`src/rtl/cond_flag_unit_pkg.sv`:
```
// Shared definitions for the ARM-style condition/flag logic.
// Condition codes and NZCV bit positions used by EX and branch units.
package cond_flag_unit_pkg;

  typedef enum logic [3:0] {
    COND_EQ = 4'b0000,
    COND_NE = 4'b0001,
    COND_CS = 4'b0010,
    COND_CC = 4'b0011,
    COND_MI = 4'b0100,
    COND_PL = 4'b0101,
    COND_VS = 4'b0110,
    COND_VC = 4'b0111,
    COND_HI = 4'b1000,
    COND_LS = 4'b1001,
    COND_GE = 4'b1010,
    COND_LT = 4'b1011,
    COND_GT = 4'b1100,
    COND_LE = 4'b1101,
    COND_AL = 4'b1110,
    COND_NV = 4'b1111
  } cond_e;

  localparam int unsigned FLAG_N = 3;
  localparam int unsigned FLAG_Z = 2;
  localparam int unsigned FLAG_C = 1;
  localparam int unsigned FLAG_V = 0;

endpackage

```
`src/rtl/cond_flag_unit_cond_check.sv`:
```
// Combinational ARM condition evaluator.
// Shared by the EX condition path and the branch unit.
module cond_check
  import cond_flag_unit_pkg::*;
#(
  parameter bit NV_PASS = 1'b0
) (
  input  logic [3:0] cond,
  input  logic [3:0] nzcv,
  output logic       pass
);

  logic n, z, c, v;

  assign n = nzcv[FLAG_N];
  assign z = nzcv[FLAG_Z];
  assign c = nzcv[FLAG_C];
  assign v = nzcv[FLAG_V];

  always_comb begin
    pass = 1'b0;
    unique case (cond_e'(cond))
      COND_EQ: pass = z;
      COND_NE: pass = !z;
      COND_CS: pass = c;
      COND_CC: pass = !c;
      COND_MI: pass = n;
      COND_PL: pass = !n;
      COND_VS: pass = v;
      COND_VC: pass = !v;
      COND_HI: pass = c & !z;
      COND_LS: pass = !c | z;
      COND_GE: pass = (n == v);
      COND_LT: pass = (n != v);
      COND_GT: pass = !z & (n == v);
      COND_LE: pass = z | (n != v);
      COND_AL: pass = 1'b1;
      COND_NV: pass = NV_PASS;
      default: pass = 1'b0;
    endcase
  end

endmodule

```
`src/rtl/cond_flag_unit.sv`:
```
// ID->EX condition evaluation and NZCV flag register.
// ID sees EX flag results through a forwarding mux.
module cond_flag_unit
  import cond_flag_unit_pkg::*;
#(
  parameter logic [3:0] FLAGS_RST = 4'b0000,
  parameter bit         NV_PASS   = 1'b0
) (
  input  logic       clk,
  input  logic       rst_n,
  input  logic       id_valid,
  input  logic [3:0] id_cond,
  input  logic       stall,
  input  logic       flush,
  input  logic       ex_s_bit,
  input  logic [3:0] alu_flags,
  output logic       ex_valid,
  output logic       ex_cond_pass,
  output logic [3:0] flags_q,
  output logic       carry_in
);

  logic       valid_q, valid_d;
  logic       pass_q, pass_d;
  logic [3:0] flags_d;
  logic [3:0] eval_flags;
  logic       ex_sets;
  logic       id_pass;

  // EX result is not yet architectural; ID must see it anyway
  assign ex_sets    = valid_q & pass_q & ex_s_bit;
  assign eval_flags = ex_sets ? alu_flags : flags_q;

  cond_check #(
    .NV_PASS(NV_PASS)
  ) u_cond_check (
    .cond(id_cond),
    .nzcv(eval_flags),
    .pass(id_pass)
  );

  always_comb begin
    valid_d = valid_q;
    pass_d  = pass_q;
    if (flush) begin
      valid_d = 1'b0;
      pass_d  = 1'b0;
    end else if (!stall) begin
      valid_d = id_valid;
      pass_d  = id_valid & id_pass;
    end
  end

  // Flush kills only the transfer; the EX flag write still retires
  assign flags_d = (ex_sets & !stall) ? alu_flags : flags_q;

  always_ff @(posedge clk or negedge rst_n) begin
    if (!rst_n) begin
      valid_q <= 1'b0;
      pass_q  <= 1'b0;
      flags_q <= FLAGS_RST;
    end else begin
      valid_q <= valid_d;
      pass_q  <= pass_d;
      flags_q <= flags_d;
    end
  end

  assign ex_valid     = valid_q;
  assign ex_cond_pass = pass_q;
  assign carry_in     = flags_q[FLAG_C];

endmodule

```
`config.mk`:
```
export PLATFORM = sky130hd
export DESIGN_NAME = cond_flag_unit
export DESIGN_NICKNAME = d
export VERILOG_FILES = /design/src/rtl/cond_flag_unit_pkg.sv /design/src/rtl/cond_flag_unit_cond_check.sv /design/src/rtl/cond_flag_unit.sv
export SDC_FILE = /design/constraint.sdc
export NUM_CORES = 1
export LEC_CHECK = 0
export CORE_MARGIN = 1
export CORE_UTILIZATION = 37
export DETAILED_ROUTE_END_ITERATION = 10
export GPL_ROUTABILITY_DRIVEN = 0
export PLACE_DENSITY_LB_ADDON = 0.2
export SYNTH_ARGS = -nofsm -noshare
export SYNTH_HDL_FRONTEND = slang
export SYNTH_SLANG_ARGS = --single-unit
```
`constraint.sdc`:
```
create_clock -name clk -period 1.5 [get_ports clk]
set_input_delay 0.3 -clock clk [delete_from_list [all_inputs] [get_ports clk]]
set_output_delay 0.3 -clock clk [all_outputs]
set_load 0.02 [all_outputs]
```
==> metrics.md <==
| Metric | Value |
|---|---|
| Initial antenna violation count | 0 |
| Post-Place Cell Area | 838 µm² |
| Antenna cells | 0 |
| CP endpoint kind | register |
| CTS sink count | 6 |
| Final Cycle Share | 111% |
| Largest net degree at the start of global routing | 12 |
| Clk slew on worst S/H paths | around 0.040 ns |
| Worst Path Required | roughly 1.7 ns |
| Synth area leaders | dfrtp_1 28%, mux2i_1 7.5%, mux2_2 6.3%, mux4_2 4.2%, nand3_1 3.7% |
| Ys async rst share | 100% |
| Layout Area Growth over Synthesis | 60.4% |
| Final worst setup slack | -0.166 ns |
| Initial Util | between 40% and 50% |
| Worst EP arrival | between 1.5 and 2 ns |
| Reg2reg end | ex_cond_pass$_DFFE_PN0P_ |
| CTS Buffer Depth | 2 |
| IO buf count | 20 |
| P per Cell Area | about 650 nW/µm² |
| Setup TNS | -0.166 ns |
| Fillcell total | 106 |
| Setup CP Type | reg -> reg |
| RSZ-0062 raised after global routing | yes |
| Core region area | about 1300 µm² |
| Slew Limit Fails | 0 |
| Design area | 861 µm² |
| Cell Rows | 13 |
| Distinct cells, synth | 32 |
| Die ar. | 1610 µm² |
| Cell count after synthesis | 60 |
| Routed Wire Length | between 1.5 and 2 mm |
| Hold-fix buffers, CTS | 0 |
| Worst Skew | between 0.001 and 0.0015 ns |
| Reg2Reg Depth | 5 |
| # placed instances | about 100 |
| Area of the multi-input gates | around 350 µm² |
| Yosys reg bits | 6 |
| Vias per cell | between 5 and 6 |
| Worst R2R Setup Slack | -0.17 ns |
| Nets | 109 |
| Initial DRC count | 32 |
| Leakage | just under 0.4 nW |
| H-tree Lvls | 1 |
| Vert. Die Dim | ~40 µm |
| Drt first pass iters | 4 |
| Sequential fraction of the synthesis area | 28.0% |
| Total grt overflow | 0 |
| CTS tree | done |
| Maxcap violations | 0 |
| Post-route antenna net violation count | 0 |
| First-pass GRT wire length | approximately 2.3 mm |
| DP HPWL | around 1.2 mm |
| Slew margin rel. | 65.6% |
| Synth area leader | dfrtp_1 |
| Non-filler instance count after layout | ~110 |
| Yosys top cell area share | between 20 and 30% |
| Startpoint types | register |
| CP Max Fanout | 5 |
| Clk_lat worst skew | ~0.24 ns |
| CTS buffer count | 3 |
| Slew @ Worst Pin | just over 0.5 ns |
| Vias in the first global route | roughly 520 |
| EDFF count, synth | 0 |
| Fraction of layout cells with a size suffix above 1 | a little over a quarter |
| Synthesized area | approximately 540 µm² |
| Worst r2r src | ex_valid$_DFFE_PN0P_ |
| Setup violators final | 1 |
| CTS Root Cell | clkbuf_4 |
| Failing checks | negative setup slack |
| Synth Warn # | 0 |
| Status | finished, violations left |
| Ports | 21 |
| FF+latch area | 153 µm² |
| Hold Path Class | in -> async |
| Mapped Nets | 74 |
| Mapped Avg Cell Area | a little under 9 µm² |
| Max rail drop VDD | 0.424 mV |
| DIE WIDTH | ~40 µm |
| Residual DRC | 0 |
| Achievable Freq | between 600 and 700 MHz |
| Fin. Hold Viols | 0 |
| Main synth FF type | dfrtp_1 |
| Final worst path period need | ~1.7 ns |
| Vias | just over 600 |
| Worst hold slack | about 0.3 ns |
| Average wire per standard cell | approximately 14 µm |
| Total track usage | between 20 and 25% |
-- worst max path at each step --
stage | cells past startpoint | from | end | slack [ns]
detailed placement | 6 | ex_s_bit | ex_cond_pass$_DFFE_PN0P_ | -0.60
finish | 5 | ex_valid$_DFFE_PN0P_ | ex_cond_pass$_DFFE_PN0P_ | -0.17
CTS | 5 | ex_cond_pass$_DFFE_PN0P_ | ex_cond_pass$_DFFE_PN0P_ | -0.16
floorplan | 6 | ex_cond_pass$_DFFE_PN0P_ | ex_cond_pass$_DFFE_PN0P_ | -0.26
global route | 5 | ex_cond_pass$_DFFE_PN0P_ | ex_cond_pass$_DFFE_PN0P_ | -0.20
global placement | 6 | ex_s_bit | ex_cond_pass$_DFFE_PN0P_ | -0.55
-- what timing repair did --
item                                    in CTS  in global routing
pin swaps                                    1                  0
gates resized for setup                      8                  1
endpoints found under the setup margin       8                  1
hold endpoints to repair                     0                  0
setup buffers                                1                  0
-- report_power, final --
| group | total, mW | switching, mW | leakage (nW) | internal (mW) |
|---|---|---|---|---|
| registers | 0.194 | 0.0154 | 0.0745 | 0.178 |
| logic | 0.219 | 0.106 | 0.309 | 0.113 |
| clock network | 0.147 | 0.0567 | 0.0138 | 0.0904 |
-- layout by cell type, fill, tap and decap left out, drive strengths merged, types with 2 or more instances in the layout --
cell type	synthesis	final
a21oi	2	2
and3b	2	2
buf	2	15
clkbuf	3	3
clkdlybuf4s50	0	11
dfrtp	6	6
dlygate4sd2	0	8
inv	2	2
mux2	3	3
mux2i	4	4
nand2	2	2
nand3	4	4
nand4	2	2
nor2	4	4
nor3	3	3
nor4	2	2
o21ai	3	3
xnor2	2	2
-- routing by layer --
layer | up-vias | GRT usage (%) | part of all wire, %
li1 | 301 | - | -
met1 | 276 | 28.4 | 45
met2 | 35 | 34.7 | 48
met3 | 4 | 3.33 | 6.5
met4 | 0 | 10.3 | 0.93
met5 | - | 0 | 0
-- through the flow --
step	total power, mW	setup slack, ns	utilization (%)
3_5_place_dp	0.426	-0.604	63.6
4_1_cts	0.567	-0.155	65.1
2_1_floorplan	0.307	-0.255	-
5_1_grt	0.590	-0.197	65.3
6_report	0.559	-0.166	65.3
3_3_place_gp	0.425	-0.553	63.6
-- cell type report --
type | count | share of cell area (%)
Clock buffer | 3 | 2.62
Inverter | 2 | 0.872
Multi-Input combinational cell | 47 | 41.1
Sequential cell | 6 | 17.7
Tap cell | 15 | 2.18
Timing Repair Buffer | 35 | 35.5
-- cells in the mapped netlist, types with 2 or more instances --
| library cell | instances |
|---|---|
| xnor2_1 | 2 |
| clkbuf_1 | 3 |
| nor2_1 | 4 |
| a21oi_1 | 2 |
| dfrtp_1 | 6 |
| nand4_1 | 2 |
| nand3_1 | 4 |
| mux2i_1 | 4 |
| nand2_1 | 2 |
| o21ai_0 | 2 |
| mux2_2 | 3 |
| nor3_1 | 3 |
| and3b_1 | 2 |
| inv_1 | 2 |
| nor4_1 | 2 |
-- registers in the layout, summed over array words and instances (netlist names) --
signal,flops
ex_valid,1
ex_cond_pass,1
flags_q,4
-- worst max-delay path: stages, from the launching register on --
cell	delay, ns
dfrtp_2	0.41
and3_4	0.20
buf_4	0.15
mux2i_1	0.13
a2111oi_0	0.50
a32o_1	0.20
-- cell families (layout without fill, tap and decap cells) --
group                     Yosys count  count (layout)  synth area share (%)
AOI/OAI and AO/OA                  13              13                  17.7
xor gates and xnor gates            3               3                  4.90
buffers and inverters               7              40                  6.99
DFF                                 6               6                  28.0
and+or+nand+nor                    23              23                  24.5
muxes                               8               8                  17.9
Power figures use the tool's default switching activity.
